<file path="config.mk">
export PLATFORM = sky130hd
export DESIGN_NAME = core_sequencer_flat
export DESIGN_NICKNAME = d
export VERILOG_FILES = /design/src/rtl/core_sequencer_if.sv /design/src/rtl/core_sequencer.sv /design/src/flat_wrapper.sv
export SDC_FILE = /design/constraint.sdc
export NUM_CORES = 1
export LEC_CHECK = 0
export ABC_AREA = 0
export CELL_PAD_IN_SITES_DETAIL_PLACEMENT = 2
export CELL_PAD_IN_SITES_GLOBAL_PLACEMENT = 2
export CORE_MARGIN = 5
export CORE_UTILIZATION = 29
export DETAILED_ROUTE_END_ITERATION = 10
export PLACE_DENSITY = 0.95
export SETUP_SLACK_MARGIN = 0.15
export SYNTH_ARGS = -nofsm -noshare
export SYNTH_HDL_FRONTEND = slang
export SYNTH_SLANG_ARGS = --single-unit
</file>
<file path="constraint.sdc">
create_clock -name i_clk -period 3.3 [get_ports i_clk]
set_clock_uncertainty 0.05 [all_clocks]
set_input_delay 0.66 -clock i_clk [delete_from_list [all_inputs] [get_ports i_clk]]
set_output_delay 0.66 -clock i_clk [all_outputs]
set_load 0.02 [all_outputs]
</file>
<file path="src/rtl/core_sequencer_if.sv">
// Bus bundle between core_sequencer and the RV32I datapath/memories.
// master is the sequencer side; slave is the datapath/memory side.
interface core_sequencer_if #(
  parameter int unsigned CNT_W = 32
);
  logic             imem_ready;
  logic             dmem_ready;
  logic [6:0]       opcode;
  logic             cu_mem_read;
  logic             cu_mem_write;
  logic             cu_reg_write;
  logic [1:0]       cu_pc_select;
  logic             imem_req;
  logic             ir_load;
  logic             dmem_req;
  logic             dmem_we;
  logic             rf_we;
  logic             pc_we;
  logic [1:0]       pc_sel;
  logic             retire;
  logic             trap;
  logic [1:0]       trap_cause;
  logic [2:0]       state_o;
  logic [CNT_W-1:0] instret;

  modport master (
    input  imem_ready, dmem_ready, opcode, cu_mem_read, cu_mem_write, cu_reg_write,
           cu_pc_select,
    output imem_req, ir_load, dmem_req, dmem_we, rf_we, pc_we, pc_sel, retire, trap,
           trap_cause, state_o, instret
  );

  modport slave (
    output imem_ready, dmem_ready, opcode, cu_mem_read, cu_mem_write, cu_reg_write,
           cu_pc_select,
    input  imem_req, ir_load, dmem_req, dmem_we, rf_we, pc_we, pc_sel, retire, trap,
           trap_cause, state_o, instret
  );
endinterface

</file>
<file path="src/rtl/core_sequencer.sv">
// Multi-cycle sequencer wrapping the combinational RV32I control_unit: fetch, decode,
// execute, optional data access and gated write-back, with retire count and sticky trap.
module core_sequencer #(
  parameter int unsigned MEM_TIMEOUT = 16,
  parameter int unsigned CNT_W       = 32
) (
  input  logic             i_clk,
  input  logic             i_rst,
  core_sequencer_if.master io_bus
);

  localparam int unsigned WaitW = (MEM_TIMEOUT > 1) ? $clog2(MEM_TIMEOUT) : 1;
  localparam logic [WaitW-1:0] WaitMax = WaitW'(MEM_TIMEOUT - 1);

  typedef enum logic [2:0] {
    StFetch   = 3'd0,
    StDecode  = 3'd1,
    StExecute = 3'd2,
    StMem     = 3'd3,
    StWb      = 3'd4,
    StTrap    = 3'd5
  } state_e;

  state_e           r_state, w_state_d;
  logic [WaitW-1:0] r_wait, w_wait_d;
  logic [CNT_W-1:0] r_instret;
  logic             r_trap, w_trap_d;
  logic [1:0]       r_cause, w_cause_d;

  logic       w_legal;
  logic       w_go_trap;
  logic [1:0] w_new_cause;
  logic       w_wait_inc;
  logic       w_imem_req, w_ir_load, w_dmem_req, w_dmem_we;
  logic       w_rf_we, w_pc_we, w_retire;
  logic [1:0] w_pc_sel;

  always_comb begin
    w_legal = 1'b0;
    case (io_bus.opcode)
      7'b0110011, 7'b0010011, 7'b0000011, 7'b0100011, 7'b1100011,
      7'b1101111, 7'b1100111, 7'b0110111, 7'b0010111: w_legal = 1'b1;
      default:                                        w_legal = 1'b0;
    endcase
  end

  always_comb begin
    w_state_d   = r_state;
    w_go_trap   = 1'b0;
    w_new_cause = 2'b00;
    w_wait_inc  = 1'b0;
    w_imem_req  = 1'b0;
    w_ir_load   = 1'b0;
    w_dmem_req  = 1'b0;
    w_dmem_we   = 1'b0;
    w_rf_we     = 1'b0;
    w_pc_we     = 1'b0;
    w_pc_sel    = 2'b00;
    w_retire    = 1'b0;

    case (r_state)
      StFetch: begin
        w_imem_req = 1'b1;
        // A ready on the timeout cycle still counts as a successful fetch.
        if (io_bus.imem_ready) begin
          w_ir_load = 1'b1;
          w_state_d = StDecode;
        end else if (r_wait == WaitMax) begin
          w_go_trap   = 1'b1;
          w_new_cause = 2'b10;
        end else begin
          w_wait_inc = 1'b1;
        end
      end
      StDecode: begin
        if (!w_legal || (io_bus.cu_mem_read && io_bus.cu_mem_write)) begin
          w_go_trap   = 1'b1;
          w_new_cause = 2'b01;
        end else begin
          w_state_d = StExecute;
        end
      end
      StExecute: begin
        w_state_d = (io_bus.cu_mem_read || io_bus.cu_mem_write) ? StMem : StWb;
      end
      StMem: begin
        w_dmem_req = 1'b1;
        w_dmem_we  = io_bus.cu_mem_write;
        if (io_bus.dmem_ready) begin
          w_state_d = StWb;
        end else if (r_wait == WaitMax) begin
          w_go_trap   = 1'b1;
          w_new_cause = 2'b11;
        end else begin
          w_wait_inc = 1'b1;
        end
      end
      StWb: begin
        w_pc_we   = 1'b1;
        w_pc_sel  = io_bus.cu_pc_select;
        w_rf_we   = io_bus.cu_reg_write;
        w_retire  = 1'b1;
        w_state_d = StFetch;
      end
      StTrap: begin
        w_state_d = StTrap;
      end
      default: begin
        w_go_trap   = 1'b1;
        w_new_cause = 2'b01;
      end
    endcase

    w_trap_d  = r_trap;
    w_cause_d = r_cause;
    if (w_go_trap) begin
      w_state_d = StTrap;
      w_trap_d  = 1'b1;
      w_cause_d = w_new_cause;
    end

    if (w_state_d != r_state) begin
      w_wait_d = '0;
    end else if (w_wait_inc && (r_wait != WaitMax)) begin
      w_wait_d = r_wait + WaitW'(1);
    end else begin
      w_wait_d = r_wait;
    end
  end

  always_ff @(posedge i_clk) begin
    if (i_rst) begin
      r_state   <= StFetch;
      r_wait    <= '0;
      r_instret <= '0;
      r_trap    <= 1'b0;
      r_cause   <= 2'b00;
    end else begin
      r_state <= w_state_d;
      r_wait  <= w_wait_d;
      r_trap  <= w_trap_d;
      r_cause <= w_cause_d;
      if (w_retire) begin
        r_instret <= r_instret + CNT_W'(1);
      end
    end
  end

  // Strobes are forced low while reset is held so an aborted instruction writes nothing.
  assign io_bus.imem_req   = w_imem_req & ~i_rst;
  assign io_bus.ir_load    = w_ir_load & ~i_rst;
  assign io_bus.dmem_req   = w_dmem_req & ~i_rst;
  assign io_bus.dmem_we    = w_dmem_we & ~i_rst;
  assign io_bus.rf_we      = w_rf_we & ~i_rst;
  assign io_bus.pc_we      = w_pc_we & ~i_rst;
  assign io_bus.pc_sel     = w_pc_sel & {2{~i_rst}};
  assign io_bus.retire     = w_retire & ~i_rst;
  assign io_bus.trap       = r_trap;
  assign io_bus.trap_cause = r_cause;
  assign io_bus.state_o    = r_state;
  assign io_bus.instret    = r_instret;

endmodule
</file>
<file path="src/flat_wrapper.sv">
// flat-port wrapper written by rule: the top's interface ports become plain ports
module core_sequencer_flat 
#(
  parameter int unsigned MEM_TIMEOUT = 16,
  parameter int unsigned CNT_W       = 32
)
  (i_clk, i_rst, io_bus_imem_ready, io_bus_dmem_ready, io_bus_opcode, io_bus_cu_mem_read, io_bus_cu_mem_write, io_bus_cu_reg_write, io_bus_cu_pc_select, io_bus_imem_req, io_bus_ir_load, io_bus_dmem_req, io_bus_dmem_we, io_bus_rf_we, io_bus_pc_we, io_bus_pc_sel, io_bus_retire, io_bus_trap, io_bus_trap_cause, io_bus_state_o, io_bus_instret);
  core_sequencer_if #(.CNT_W(CNT_W)) io_bus_i ();
  input  logic i_clk;
  input  logic i_rst;
  input wire logic [$bits(io_bus_i.imem_ready)-1:0] io_bus_imem_ready;
  input wire logic [$bits(io_bus_i.dmem_ready)-1:0] io_bus_dmem_ready;
  input wire logic [$bits(io_bus_i.opcode)-1:0] io_bus_opcode;
  input wire logic [$bits(io_bus_i.cu_mem_read)-1:0] io_bus_cu_mem_read;
  input wire logic [$bits(io_bus_i.cu_mem_write)-1:0] io_bus_cu_mem_write;
  input wire logic [$bits(io_bus_i.cu_reg_write)-1:0] io_bus_cu_reg_write;
  input wire logic [$bits(io_bus_i.cu_pc_select)-1:0] io_bus_cu_pc_select;
  output wire logic [$bits(io_bus_i.imem_req)-1:0] io_bus_imem_req;
  output wire logic [$bits(io_bus_i.ir_load)-1:0] io_bus_ir_load;
  output wire logic [$bits(io_bus_i.dmem_req)-1:0] io_bus_dmem_req;
  output wire logic [$bits(io_bus_i.dmem_we)-1:0] io_bus_dmem_we;
  output wire logic [$bits(io_bus_i.rf_we)-1:0] io_bus_rf_we;
  output wire logic [$bits(io_bus_i.pc_we)-1:0] io_bus_pc_we;
  output wire logic [$bits(io_bus_i.pc_sel)-1:0] io_bus_pc_sel;
  output wire logic [$bits(io_bus_i.retire)-1:0] io_bus_retire;
  output wire logic [$bits(io_bus_i.trap)-1:0] io_bus_trap;
  output wire logic [$bits(io_bus_i.trap_cause)-1:0] io_bus_trap_cause;
  output wire logic [$bits(io_bus_i.state_o)-1:0] io_bus_state_o;
  output wire logic [$bits(io_bus_i.instret)-1:0] io_bus_instret;
  assign io_bus_i.imem_ready = io_bus_imem_ready;
  assign io_bus_i.dmem_ready = io_bus_dmem_ready;
  assign io_bus_i.opcode = io_bus_opcode;
  assign io_bus_i.cu_mem_read = io_bus_cu_mem_read;
  assign io_bus_i.cu_mem_write = io_bus_cu_mem_write;
  assign io_bus_i.cu_reg_write = io_bus_cu_reg_write;
  assign io_bus_i.cu_pc_select = io_bus_cu_pc_select;
  assign io_bus_imem_req = io_bus_i.imem_req;
  assign io_bus_ir_load = io_bus_i.ir_load;
  assign io_bus_dmem_req = io_bus_i.dmem_req;
  assign io_bus_dmem_we = io_bus_i.dmem_we;
  assign io_bus_rf_we = io_bus_i.rf_we;
  assign io_bus_pc_we = io_bus_i.pc_we;
  assign io_bus_pc_sel = io_bus_i.pc_sel;
  assign io_bus_retire = io_bus_i.retire;
  assign io_bus_trap = io_bus_i.trap;
  assign io_bus_trap_cause = io_bus_i.trap_cause;
  assign io_bus_state_o = io_bus_i.state_o;
  assign io_bus_instret = io_bus_i.instret;
  core_sequencer #(.MEM_TIMEOUT(MEM_TIMEOUT), .CNT_W(CNT_W)) u_core (.i_clk(i_clk), .i_rst(i_rst), .io_bus(io_bus_i));
endmodule
</file>
=== After elaboration in Yosys (flattened, before gate mapping) ===
Cells that the tools add are included.
W data, S select, Z words.

* $add $sub $neg: 2
* Eq/ne operators: 17
* Mux-type cells: 30
* Bitwise gates (word level): 8
* Reduce and logical (&&, ||, !) cells: 9

{| class="wikitable"
|+ Operator list
! kind !! number
|-
| $add A32 B1 Y32 const B || 1
|-
| $eq A7 B6 Y1 const B || 3
|-
| $eq A7 B7 Y1 const B || 3
|-
| $pmux W3 S6 || 1
|-
| $mux W1 || 16
|-
| $mux W3 || 5
|-
| $eq A7 B5 Y1 const B || 2
|-
| $mux W2 || 5
|-
| $reduce_or A9 Y1 || 1
|-
| $pmux W2 S4 || 1
|-
| $eq A7 B2 Y1 const B || 1
|-
| $and A1 B1 Y1 || 6
|-
| $eq A3 B2 Y1 const B || 2
|-
| $eq A3 B3 Y1 const B || 2
|-
| $add A4 B1 Y4 const B || 1
|-
| $eq A4 B4 Y1 const B || 1
|-
| $ne A4 B4 Y1 const B || 1
|-
| $pmux W1 S4 || 1
|-
| $eq A3 B1 Y1 const B || 1
|-
| $logic_not A3 Y1 || 1
|-
| $ne A3 B3 Y1 || 1
|-
| $reduce_or A3 Y1 || 1
|-
| $and A2 B2 Y2 || 1
|-
| $logic_and A1 B1 Y1 || 2
|-
| 5 further kinds || 6
|}

* Register bits: 42
* Input bits: 16
* Output and inout port bits: 47
* Word-level logic and storage cells: 71

=== Longest topological paths before layout ===
* Word-level depth: 10
* Depth in mapped cells: 7
* Mapped depth without buffers: 6

=== Worst setup path before layout ===
Ideal clock, no wire load.

* Kind: register to output
* Start point: register u_core.r_state[1], in the netlist u_core.io_bus.state_o[1]
* End point: output port io_bus_ir_load
* Data arrival time: 1.774 ns
* Required time: 2.590 ns
* Slack: 0.816 ns
* Cell stages (with the launch flop): 5
* Path buffers: 2
* Cell sequence: dfxtp_1 > buf_6 > clkbuf_1 > nor4_1 > and2_1

* Word-level cells in the longest chain between the ends: 3

{| class="wikitable"
|+ RTL lines
! item !! line !! source
|-
| start, declared || core_sequencer.sv:24 || <nowiki>state_e r_state, w_state_d;</nowiki>
|-
| start signal, assigned || core_sequencer.sv:133 || <nowiki>r_state <= StFetch;</nowiki>
|-
| start signal, assigned || core_sequencer.sv:139 || <nowiki>r_state <= w_state_d;</nowiki>
|-
| $logic_not A3 Y1 || core_sequencer.sv:61 || <nowiki>case (r_state)</nowiki>
|-
| $mux W1 || core_sequencer.sv:61 ||
|-
| $and A1 B1 Y1 || core_sequencer.sv:151 || <nowiki>assign io_bus.ir_load = w_ir_load & ~i_rst;</nowiki>
|-
| end, declared || flat_wrapper.sv:19 || <nowiki>output wire logic [$bits(io_bus_i.ir_load)-1:0] io_bus_ir_load;</nowiki>
|}

Every way passes these cells.

=== Final worst setup path ===
* Start point: input port i_rst
* End point: output port io_bus_ir_load

* Word-level cells in the longest chain between the ends: 2

{| class="wikitable"
|+ RTL lines
! item !! line !! source
|-
| start, declared || flat_wrapper.sv:10 || <nowiki>input logic i_rst;</nowiki>
|-
| $not A1 Y1 || core_sequencer.sv:151 ||
|-
| $and A1 B1 Y1 || core_sequencer.sv:151 ||
|}

Every way passes these cells.

==> impl_metrics.toml <==
[synth]
synth_edf_count = 0
netlist_instances = 249
synth_mux_area_share_pct = 0.479
synth_common_cells = "dfxtp_1 (42), nor2_1 (39), xor2_1 (24)"
synth-async-reset-ratio_pct = 0
yosys.area_share.simple_pct = 32.5
ys_seq_area_share_pct = 40.3
synthesis.area_sq_um = 2090
yosys_warnings = 0
post_synth.cell_area_avg_sq_um = 8.39
synth_most_common_cell = "dfxtp_1"
synth_top_family_by_area = "simple AND/OR/NAND/NOR gates"
synth.top_cell.area_share_pct = 40.3
synth_top_area_cell = "dfxtp_1"
synth_xor_area_share_pct = 12.2
ys_seq_elements = 42
synth_cell_types = 44
synth-compound-area-share_pct = 9.41
synthAdderAreaFrac_pct = 1.20
synth_nets = 267
ys.flop_type = "dfxtp_1"
synth_area_leaders = "dfxtp_1 (40%), xor2_1 (10%), nor2_1 (7.0%)"

[global_routing]
grt_max_degree = 21
track_usage_pct = 15.4
met2_usage_pct = 28.9
antenna_found_initial = 0
grt_pass1_vias = 2237
grtUsageMet3_pct = 3.75
grt_overflow_total = 0
grt_most_used_layer = "met2"
grt_first_pass_wirelength_microns = 11100
met1_usage_pct = 17.4

[critical_path]
critPathRequiredTime_ps = 2590
worstSetupStartpoint = "i_rst"
cp.arrival_ps = 2240
crit_fanout = 5
endpoint_kind = "output port"
r2r-start = "u_core.io_bus.state_o[1]$_SDFF_PP0_"
r2r_setup_slack_ps = 1040
worstSetupStartpointType = "input pin"
worstSetupPathType = "input pin to output port"

[sta]
final-hold-violation-count = 0
setup_ws_ps = 351
final.setup.tns_ps = 0
slew_violations = 0
setup_viol = 0
slew_headroom_pct = 40.0
fmaxAchievable_mhz = 339
timing.hold.ws_ps = 403
finalCritPeriodShare_pct = 89.4
worstMarginPinSlew_ps = 892
fin_crit_ps = 2950
rsz0062_at_grt = "no"

[hold_path]
min_from = "u_core.io_bus.trap$_SDFFE_PP0P_"
hp-class = "flop to flop"

[clocking]
insertion_delay_ps = 300
cts_setup_buffers = 0
htreeDepth = 2
numClockSinks = 42
cts_tree = "built"
cts_hold_buffers = 0
cts-root-buf = "clkbuf_8"
cts_buffers = 5
clk_pin_slew_worst_paths_ps = 80
ctsLongestPathBuffers = 2

[floorplanning]
die_w_microns = 94.9
dieArea_sq_um = 9000
io_pins = 63
die_height_microns = 94.9
initial_core_util_pct = 29.3
core.rowCount = 31
core-area_sq_um = 7140

[pwr]
ir_worst_vdd_mv = 0.134
power_density_nw_per_um2 = 357
p_leak_nw = 1.04

[detailed_routing]
wirelength_microns = 6560
drtIter0Drc = 41
viasPerCell = 4.97
firstDrtPassIters = 6
drc = 0
postRouteAntennaNets = 0
wl_per_cell_microns = 16.0
vias = 2044

[cells_and_area]
drive_gt1_share_pct = 6.41
fill_cells = 834
fin_util_pct = 40.6
area_growth_pct = 38.9
n_antenna_cell = 0
fin_nets = 329

[place]
hpwlAfterDp_microns = 5150
dp_slack_ps = 332
port_buffers = 62
gp_congestion = 0.819

[run_status]
status = "complete, no violations"

[job]
cap_viol_max_count = 0
[metrics by stage]
step | power (W) | instances | cell area (sq um)
floorplan | 0.000625 | 249 | 2090
global placement | 0.000690 | 403 | 2800
detailed placement | 0.000697 | 403 | 2800
CTS | 0.00105 | 411 | 2900
global route | 0.00109 | 411 | 2900
finish | 0.00104 | 411 | 2900
[registers in the layout (all words and copies together), names as in the netlist]
signal	count
u_core.io_bus.state_o	3
u_core.io_bus.trap_cause	2
u_core.io_bus.trap	1
u_core.io_bus.instret	32
u_core.r_wait	4
[logic make-up after synthesis]
kind of cell	Yosys count
muxes	1
and+or+nand+nor	125
DFF	42
AOI/OAI and AO/OA	33
adders and majority gates	2
buffers and inverters	17
xor gates and xnor gates	29
[routing by layer]
layer | wire (microns) | vias up
met5 | 0 | -
met4 | 46 | 0
met1 | 2770 | 1012
met3 | 306 | 5
li1 | - | 983
met2 | 3440 | 44
[final cells by class]
type / instances / area [sq um] / share of cell area [%]
clock buffers: 5 / 68.8 / 2.37
clock inverters: 3 / 25.0 / 0.863
inverters: 6 / 22.5 / 0.777
multi-input cells: 190 / 1170 / 40.3
flip-flops and latches: 42 / 841 / 29.0
well taps: 99 / 124 / 4.27
repair buffers: 66 / 651 / 22.4
[cell usage in the layout, fill, tap and decap left out, types with 6 or more instances in the layout]
cell type,instances
nor2_1,38
dfxtp_1,42
inv_1,6
nand4_1,11
xor2_1,24
clkdlybuf4s50_1,62
and3_1,7
nand3_1,10
a21oi_1,12
and2_1,6
nand2_1,23
nor3_1,6
o21ai_0,9
[where the power goes]
group          switching [W]  total (W)  leakage (nW)  internal, W
registers          0.0000150   0.000532         0.339     0.000517
logic              0.0000842   0.000154         0.660    0.0000696
clock network       0.000197   0.000350        0.0447     0.000153
[worst max-delay path, cell delays in order]
cell,delay (ps)
clkdlybuf4s50_1,520
nor4_1,280
and2_1,180
clkdlybuf4s50_1,600
[path summary, 6_finish.rpt]
path | end | cells past startpoint
worst min register to register | u_core.io_bus.trap$_SDFFE_PP0P_ | 2
worst max-delay path | io_bus_ir_load | 4
worst max register to register | u_core.io_bus.instret[30]$_SDFFE_PP0P_ | 6
worst min-delay path | u_core.io_bus.trap$_SDFFE_PP0P_ | 2
[repair_timing]
action | in CTS | in global routing
resized for setup | 1 | 1
gates cloned | 0 | 0
endpoints found under the setup margin | 3 | 3
No activity file was read; power rests on OpenSTA's default activity.
